`src/rtl/myla_capture_ctl_pkg.sv`:
```
// Shared definitions for the MYLA capture sequencer: register map, state codes,
// STAT/CTRL bit positions.
package myla_capture_ctl_pkg;

   typedef logic [2:0] reg_addr_t;

   localparam reg_addr_t MYLA_CTL_CTRL     = 3'd0;
   localparam reg_addr_t MYLA_CTL_STAT     = 3'd1;
   localparam reg_addr_t MYLA_CTL_MASK     = 3'd2;
   localparam reg_addr_t MYLA_CTL_VALUE    = 3'd3;
   localparam reg_addr_t MYLA_CTL_DIV      = 3'd4;
   localparam reg_addr_t MYLA_CTL_COUNT    = 3'd5;
   localparam reg_addr_t MYLA_CTL_CAPTURED = 3'd6;

   localparam logic [1:0] ST_IDLE    = 2'd0;
   localparam logic [1:0] ST_ARMED   = 2'd1;
   localparam logic [1:0] ST_CAPTURE = 2'd2;
   localparam logic [1:0] ST_DONE    = 2'd3;

   localparam int STAT_ARMED     = 0;
   localparam int STAT_CAPTURING = 1;
   localparam int STAT_DONE      = 2;
   localparam int STAT_OVF       = 3;

   localparam int CTRL_ARM   = 0;
   localparam int CTRL_ABORT = 1;

endpackage

```
`src/rtl/myla_capture_ctl_if.sv`:
```
// Single-cycle Wishbone register port of the MYLA capture sequencer.
interface myla_capture_ctl_if #(
   parameter int DBITS = 8
);
   logic [2:0]       ADR_I;
   logic             WE_I;
   logic             CYC_I;
   logic             STB_I;
   logic [DBITS-1:0] DAT_I;
   logic             ACK_O;
   logic [DBITS-1:0] DAT_O;

   modport master (
      output ADR_I, WE_I, CYC_I, STB_I, DAT_I,
      input  ACK_O, DAT_O
   );

   modport slave (
      input  ADR_I, WE_I, CYC_I, STB_I, DAT_I,
      output ACK_O, DAT_O
   );
endinterface

```
`src/rtl/myla_prescaler.sv`:
```
// Sample-tick divider: down-counter reloaded from div on terminal count, giving one
// tick every div+1 cycles; clr forces terminal count so the next cycle ticks.
module myla_prescaler #(
   parameter int CBITS = 8
) (
   input  logic             clk_sys,
   input  logic             rst_b,
   input  logic             clr,
   input  logic [CBITS-1:0] div,
   output logic             tick
);

   logic [CBITS-1:0] cnt;

   assign tick = (cnt == '0);

   always_ff @(posedge clk_sys or negedge rst_b) begin
      if (!rst_b) begin
         cnt <= '0;
      end else if (clr) begin
         cnt <= '0;
      end else if (tick) begin
         cnt <= div;
      end else begin
         cnt <= cnt - CBITS'(1);
      end
   end

endmodule

```
`src/rtl/myla_capture_ctl.sv`:
```
// MYLA capture sequencer: waits for an armed trigger pattern on sample ticks, then
// gates post-trigger samples into the MYLA queue; configured over Wishbone.
//
// state    | meaning
// IDLE     | quiescent, config registers writable
// ARMED    | waiting for a tick where PROBE_I matches VALUE under MASK
// CAPTURE  | one push per tick until COUNT reached, queue full or abort
// DONE     | capture finished, results readable, config writable
module myla_capture_ctl
   import myla_capture_ctl_pkg::*;
#(
   parameter int DBITS = 8,
   parameter int CBITS = 8
) (
   input  logic              CLK_I,
   input  logic              RES_I,
   myla_capture_ctl_if.slave bus,
   input  logic [DBITS-1:0]  PROBE_I,
   input  logic              QFULL_I,
   output logic [DBITS-1:0]  CHAN_O,
   output logic              GATE_O
);

   logic [1:0]       state;
   logic [DBITS-1:0] mask_r;
   logic [DBITS-1:0] value_r;
   logic [CBITS-1:0] div_r;
   logic [CBITS-1:0] count_r;
   logic [CBITS-1:0] captured_r;
   logic [CBITS-1:0] captured_inc;
   logic             ovf_r;
   logic             tick;
   logic             match;
   logic             bus_wr;
   logic             ctrl_wr;
   logic             cfg_open;
   logic             abort_req;
   logic             arm_req;
   logic [DBITS-1:0] rd_data;

   assign bus_wr    = bus.CYC_I & bus.STB_I & bus.WE_I;
   assign ctrl_wr   = bus_wr & (bus.ADR_I == MYLA_CTL_CTRL);
   assign cfg_open  = (state == ST_IDLE) | (state == ST_DONE);
   assign abort_req = ctrl_wr & bus.DAT_I[CTRL_ABORT];
   assign arm_req   = ctrl_wr & bus.DAT_I[CTRL_ARM] & ~abort_req & cfg_open;

   assign match        = (((PROBE_I ^ value_r) & mask_r) == '0);
   assign captured_inc = (&captured_r) ? captured_r : captured_r + CBITS'(1);

   myla_prescaler #(.CBITS(CBITS)) u_prescaler (
      .clk_sys (CLK_I),
      .rst_b   (RES_I),
      .clr     (arm_req),
      .div     (div_r),
      .tick    (tick)
   );

   always_ff @(posedge CLK_I or negedge RES_I) begin
      if (!RES_I) begin
         mask_r  <= '0;
         value_r <= '0;
         div_r   <= '0;
         count_r <= '0;
      end else if (bus_wr && cfg_open) begin
         case (bus.ADR_I)
            MYLA_CTL_MASK:  mask_r  <= bus.DAT_I;
            MYLA_CTL_VALUE: value_r <= bus.DAT_I;
            MYLA_CTL_DIV:   div_r   <= bus.DAT_I[CBITS-1:0];
            MYLA_CTL_COUNT: count_r <= bus.DAT_I[CBITS-1:0];
            default: ;
         endcase
      end
   end

   // A full queue on a would-be push ends the capture without storing that sample.
   always_ff @(posedge CLK_I or negedge RES_I) begin
      if (!RES_I) begin
         state      <= ST_IDLE;
         CHAN_O     <= '0;
         GATE_O     <= 1'b0;
         captured_r <= '0;
         ovf_r      <= 1'b0;
      end else begin
         GATE_O <= 1'b0;
         if (abort_req) begin
            state <= ST_IDLE;
         end else if (arm_req) begin
            state      <= ST_ARMED;
            captured_r <= '0;
            ovf_r      <= 1'b0;
         end else if (tick) begin
            case (state)
               ST_ARMED: begin
                  if (match) begin
                     if (QFULL_I) begin
                        state <= ST_DONE;
                        ovf_r <= 1'b1;
                     end else begin
                        CHAN_O     <= PROBE_I;
                        GATE_O     <= 1'b1;
                        captured_r <= CBITS'(1);
                        state      <= (count_r == CBITS'(1)) ? ST_DONE : ST_CAPTURE;
                     end
                  end
               end
               ST_CAPTURE: begin
                  if (QFULL_I) begin
                     state <= ST_DONE;
                     ovf_r <= 1'b1;
                  end else begin
                     CHAN_O     <= PROBE_I;
                     GATE_O     <= 1'b1;
                     captured_r <= captured_inc;
                     if ((count_r != '0) && (captured_inc == count_r)) begin
                        state <= ST_DONE;
                     end
                  end
               end
               default: ;
            endcase
         end
      end
   end

   assign bus.ACK_O = bus.CYC_I & bus.STB_I;
   assign bus.DAT_O = rd_data;

   always_comb begin
      rd_data = '0;
      case (bus.ADR_I)
         MYLA_CTL_CTRL:  rd_data[1:0] = state;
         MYLA_CTL_STAT: begin
            rd_data[STAT_ARMED]     = (state == ST_ARMED);
            rd_data[STAT_CAPTURING] = (state == ST_CAPTURE);
            rd_data[STAT_DONE]      = (state == ST_DONE);
            rd_data[STAT_OVF]       = ovf_r;
         end
         MYLA_CTL_MASK:     rd_data = mask_r;
         MYLA_CTL_VALUE:    rd_data = value_r;
         MYLA_CTL_DIV:      rd_data[CBITS-1:0] = div_r;
         MYLA_CTL_COUNT:    rd_data[CBITS-1:0] = count_r;
         MYLA_CTL_CAPTURED: rd_data[CBITS-1:0] = captured_r;
         default: ;
      endcase
   end

endmodule

```
`src/flat_wrapper.sv`:
```
// flat-port wrapper written by rule: the top's interface ports become plain ports
module myla_capture_ctl_flat import myla_capture_ctl_pkg::*;
#(
   parameter int DBITS = 8,
   parameter int CBITS = 8
)
  (CLK_I, RES_I, PROBE_I, QFULL_I, CHAN_O, GATE_O, bus_ADR_I, bus_WE_I, bus_CYC_I, bus_STB_I, bus_DAT_I, bus_ACK_O, bus_DAT_O);
  myla_capture_ctl_if #(.DBITS(DBITS)) bus_i ();
  input  logic CLK_I;
  input  logic RES_I;
  input  logic [DBITS-1:0] PROBE_I;
  input  logic QFULL_I;
  output logic [DBITS-1:0] CHAN_O;
  output logic GATE_O;
  input wire logic [$bits(bus_i.ADR_I)-1:0] bus_ADR_I;
  input wire logic [$bits(bus_i.WE_I)-1:0] bus_WE_I;
  input wire logic [$bits(bus_i.CYC_I)-1:0] bus_CYC_I;
  input wire logic [$bits(bus_i.STB_I)-1:0] bus_STB_I;
  input wire logic [$bits(bus_i.DAT_I)-1:0] bus_DAT_I;
  output wire logic [$bits(bus_i.ACK_O)-1:0] bus_ACK_O;
  output wire logic [$bits(bus_i.DAT_O)-1:0] bus_DAT_O;
  assign bus_i.ADR_I = bus_ADR_I;
  assign bus_i.WE_I = bus_WE_I;
  assign bus_i.CYC_I = bus_CYC_I;
  assign bus_i.STB_I = bus_STB_I;
  assign bus_i.DAT_I = bus_DAT_I;
  assign bus_ACK_O = bus_i.ACK_O;
  assign bus_DAT_O = bus_i.DAT_O;
  myla_capture_ctl #(.DBITS(DBITS), .CBITS(CBITS)) u_core (.CLK_I(CLK_I), .RES_I(RES_I), .bus(bus_i), .PROBE_I(PROBE_I), .QFULL_I(QFULL_I), .CHAN_O(CHAN_O), .GATE_O(GATE_O));
endmodule
```
`config.mk`:
```
export PLATFORM = sky130hd
export DESIGN_NAME = myla_capture_ctl_flat
export DESIGN_NICKNAME = d
export VERILOG_FILES = /design/src/rtl/myla_capture_ctl_pkg.sv /design/src/rtl/myla_capture_ctl_if.sv /design/src/rtl/myla_prescaler.sv /design/src/rtl/myla_capture_ctl.sv /design/src/flat_wrapper.sv
export SDC_FILE = /design/constraint.sdc
export NUM_CORES = 1
export LEC_CHECK = 0
export BUFFER_PORTS_ARGS = -buffer_cell sky130_fd_sc_hd__buf_2
export CORE_ASPECT_RATIO = 0.9
export CORE_MARGIN = 1.5
export CORE_UTILIZATION = 53
export DETAILED_ROUTE_END_ITERATION = 10
export PLACE_DENSITY = 0.77
export SLEW_MARGIN = 40
export SYNTH_ARGS = -nofsm -noshare
export SYNTH_HDL_FRONTEND = slang
export SYNTH_SLANG_ARGS = --single-unit
```
`constraint.sdc`:
```
create_clock -name CLK_I -period 2.3 [get_ports CLK_I]
set_input_delay 0.115 -clock CLK_I [delete_from_list [all_inputs] [get_ports CLK_I]]
set_output_delay 0.115 -clock CLK_I [all_outputs]
set_load 0.02 [all_outputs]
```
==> impl_metrics.env <==
export IMPL_ys_types=61
export IMPL_drv_cap=0
export IMPL_drive_gt1_share_pct=34.7
export IMPL_vdd_drop_max_mv=0.499
export IMPL_drcViolationCount=0
export IMPL_syn_to_final_growth_pct=19.9
export IMPL_row_count=28
export IMPL_grt_pass1_wl_mm=15.2
export IMPL_crit_slowest_cell="or4_1"
export IMPL_layout_common_cells="59 x dfrtp_1, 42 x mux2_2, 42 x buf_2"
export IMPL_ios=43
export IMPL_fmax_ghz=0.442
export IMPL_worstPathArrival_ns=2.50
export IMPL_cts_made_buffers=9
export IMPL_avgSynthCellArea_um2=10.4
export IMPL_maxSlewHeadroom_pct=54.1
export IMPL_first_pass_iters=5
export IMPL_synth_fp_nets=374
export IMPL_ant_nets=0
export IMPL_outcome="completed"
export IMPL_path_max_fanout=6
export IMPL_synthesis_instances=343
export IMPL_cts_sinks=60
export IMPL_cts_htree_levels=3
export IMPL_post_route_period_util_pct=98.3
export IMPL_ys_warn_count=0
export IMPL_cts_root_buf="clkbuf_8"
export IMPL_fin_ws_ns=0.0400
export IMPL_cts_path_max_buffers=2
export IMPL_hold_path_class="primary input to flop"
export IMPL_clkLatencyLatePin_ns=0.36
export IMPL_period_needed_ns=2.26
export IMPL_p_leak_nw=1.95
export IMPL_die_w_um=89.6
export IMPL_die_area_um2=7260
export IMPL_path_class="flop to flop"
export IMPL_synth_seq_cells=60
export IMPL_grt_pass1_vias=3044
export IMPL_overflow=0
export IMPL_ys_seq_area_share_pct=41.9
export IMPL_grt_max_degree=30
export IMPL_hold_viol=0
export IMPL_dp_hpwl_mm=6.94
export IMPL_avgViaCountPerCell=5.95
export IMPL_drt_iter0_drc=241
export IMPL_diodes=0
export IMPL_end_kind="flop"
export IMPL_path_cells="xor2_1, a22oi_1, a41oi_4, or4_1, a31oi_1, a21oi_1"
export IMPL_cts_tree="yes"
export IMPL_grtUsageTotal_pct=28.6
export IMPL_worst_pin_slew_ns=0.689
export IMPL_wl_per_cell_um=18.7
export IMPL_crit_path_start_kind="flop"
export IMPL_start_util_pct=54.7
export IMPL_dieHeight_um=81.0
export IMPL_cpPeakStageDelay_ns=0.55
export IMPL_io_buffer_count=42
export IMPL_finalWirelength_mm=9.42
export IMPL_finalSetupViolCount=0
export IMPL_required_ns=2.54
export IMPL_syn_area_um2=3580
export IMPL_antenna_found_initial=0
export IMPL_synth_ff_type="dfrtp_1"
export IMPL_nets=441
export IMPL_coreArea_um2=6550
export IMPL_synth_edff_count=0
export IMPL_place_congestion=0.881
export IMPL_path_buf_inv=0
export IMPL_maxSlewViolCount=0
export IMPL_layout_commonest_cell="dfrtp_1"
export IMPL_cp_top_family="compound AO/OA/AOI/OAI gates"
export IMPL_power_density_nw_per_um2=856
export IMPL_skew_ns=0.0124
export IMPL_path_clk_slew_ns=0.08
export IMPL_async_flop_share_pct=100
export IMPL_preCtsSetupSlack_ns=0.0432
export IMPL_vias=3003
export IMPL_fin_total_pwr_mw=3.67
-- what timing repair did --
item                                    in CTS  in global routing
hold buffers                                 1                  0
hold endpoints to repair                    27                  0
endpoints found under the setup margin       0                 15
resized for setup                            0                  2
setup buffers                                0                  1
-- registers in the layout, summed over array words and instances, names as in the netlist --
register,count
u_core.u_prescaler.cnt,8
u_core.value_r,8
u_core.count_r,8
u_core.GATE_O,1
u_core.state,2
u_core.ovf_r,1
u_core.mask_r,8
u_core.CHAN_O,8
u_core.div_r,8
u_core.captured_r,8
-- final timing paths --
check / start / slack (ns) / end / depth (start not counted)
max: u_core.value_r[5]$_DFFE_PN0P_ / 0.04 / u_core.state[0]$_DFFE_PN0P_ / 6
min: PROBE_I[3] / 0.01 / u_core.CHAN_O[3]$_DFFE_PN0P_ / 2
max reg2reg: u_core.value_r[5]$_DFFE_PN0P_ / 0.04 / u_core.state[0]$_DFFE_PN0P_ / 6
min reg2reg: u_core.u_prescaler.cnt[0]$_DFF_PN0_ / 0.50 / u_core.u_prescaler.cnt[0]$_DFF_PN0_ / 1
max in group asynchronous: RES_I / 1.26 / u_core.value_r[2]$_DFFE_PN0P_ / 3
min in group asynchronous: RES_I / 0.33 / u_core.u_prescaler.cnt[0]$_DFF_PN0_ / 2
-- layer usage --
metal,GRT usage [%],vias to the layer above,wire (um)
met5,0,-,0
met4,10.5,0,201
met3,7.72,18,542
met2,44.3,101,4440
met1,38.4,1476,4240
li1,-,1408,-
-- final cells by class --
class                           count  area (um2)
Clock inverter                      6        71.3
Clock buffer                       10         138
Inverter                           10        37.5
Fill cell                         535        2260
Sequential cell                    60        1500
Tap cell                           90         113
Multi-Input combinational cell    259        2000
Timing Repair Buffer               70         435
-- worst register-to-register path, stage by stage (launching register included) --
cell and delay (ns):
dfrtp_1 0.40, xor2_1 0.17, a22oi_1 0.47, a41oi_4 0.30
or4_1 0.55, a31oi_1 0.19, a21oi_1 0.07
-- report_power, final --
| group | total (mW) | switching [mW] | internal, mW |
|---|---|---|---|
| clock | 1.02 | 0.480 | 0.536 |
| combinational | 1.08 | 0.543 | 0.536 |
| sequential | 1.58 | 0.280 | 1.30 |
-- logic make-up after synthesis --
logic type | after synthesis | synth area share, %
AO/OA/AOI/OAI | 76 | 15.7
XOR/XNOR | 19 | 4.65
adder cells (fa/ha/maj) | 6 | 2.10
buffers and inverters | 24 | 2.80
flip-flops | 60 | 41.9
multiplexers | 53 | 16.7
AND/OR/NAND/NOR | 105 | 16.2
-- cell usage after synthesis (2+ instances only) --
master / count / area [um2]
dfrtp_1: 60 / 1500
mux2_2: 42 / 473
nor2_1: 35 / 131
nand2_1: 21 / 78.8
a211oi_1: 12 / 90.1
a21oi_1: 11 / 55.1
xor2_1: 11 / 96.3
clkbuf_1: 10 / 37.5
a22oi_1: 9 / 67.6
inv_1: 9 / 33.8
mux2i_1: 9 / 90.1
nor3_1: 8 / 40.0
xnor2_1: 8 / 70.1
a31oi_1: 7 / 43.8
ha_1: 6 / 75.1
and3_1: 5 / 31.3
o21ai_0: 5 / 25.0
or3_1: 5 / 31.3
nand3_1: 4 / 20.0
a211o_1: 3 / 26.3
a21o_1: 3 / 22.5
and2_1: 3 / 18.8
nand2b_1: 3 / 18.8
nand4_1: 3 / 18.8
nor4_1: 3 / 18.8
o21a_1: 3 / 22.5
a21boi_1: 2 / 15.0
a311oi_1: 2 / 17.5
a31o_2: 2 / 17.5
buf_2: 2 / 10.0
nor2b_1: 2 / 12.5
o221ai_1: 2 / 17.5
o22ai_1: 2 / 12.5
o31a_1: 2 / 17.5
o31ai_1: 2 / 15.0
or4_1: 2 / 15.0
-- metrics by stage --
step	util (%)	cells	hold slack (ns)	TNS (ns)	area, um2
2_1_floorplan	-	343	-0.181	0	3590
3_3_place_gp	61.7	487	0.187	0	4040
3_5_place_dp	61.7	487	0.193	0	4040
4_1_cts	65.0	504	0.000780	0	4260
5_1_grt	65.5	505	0.00420	-0.112	4290
6_report	65.5	505	0.0106	0	4290
Power figures use the tool's default switching activity.
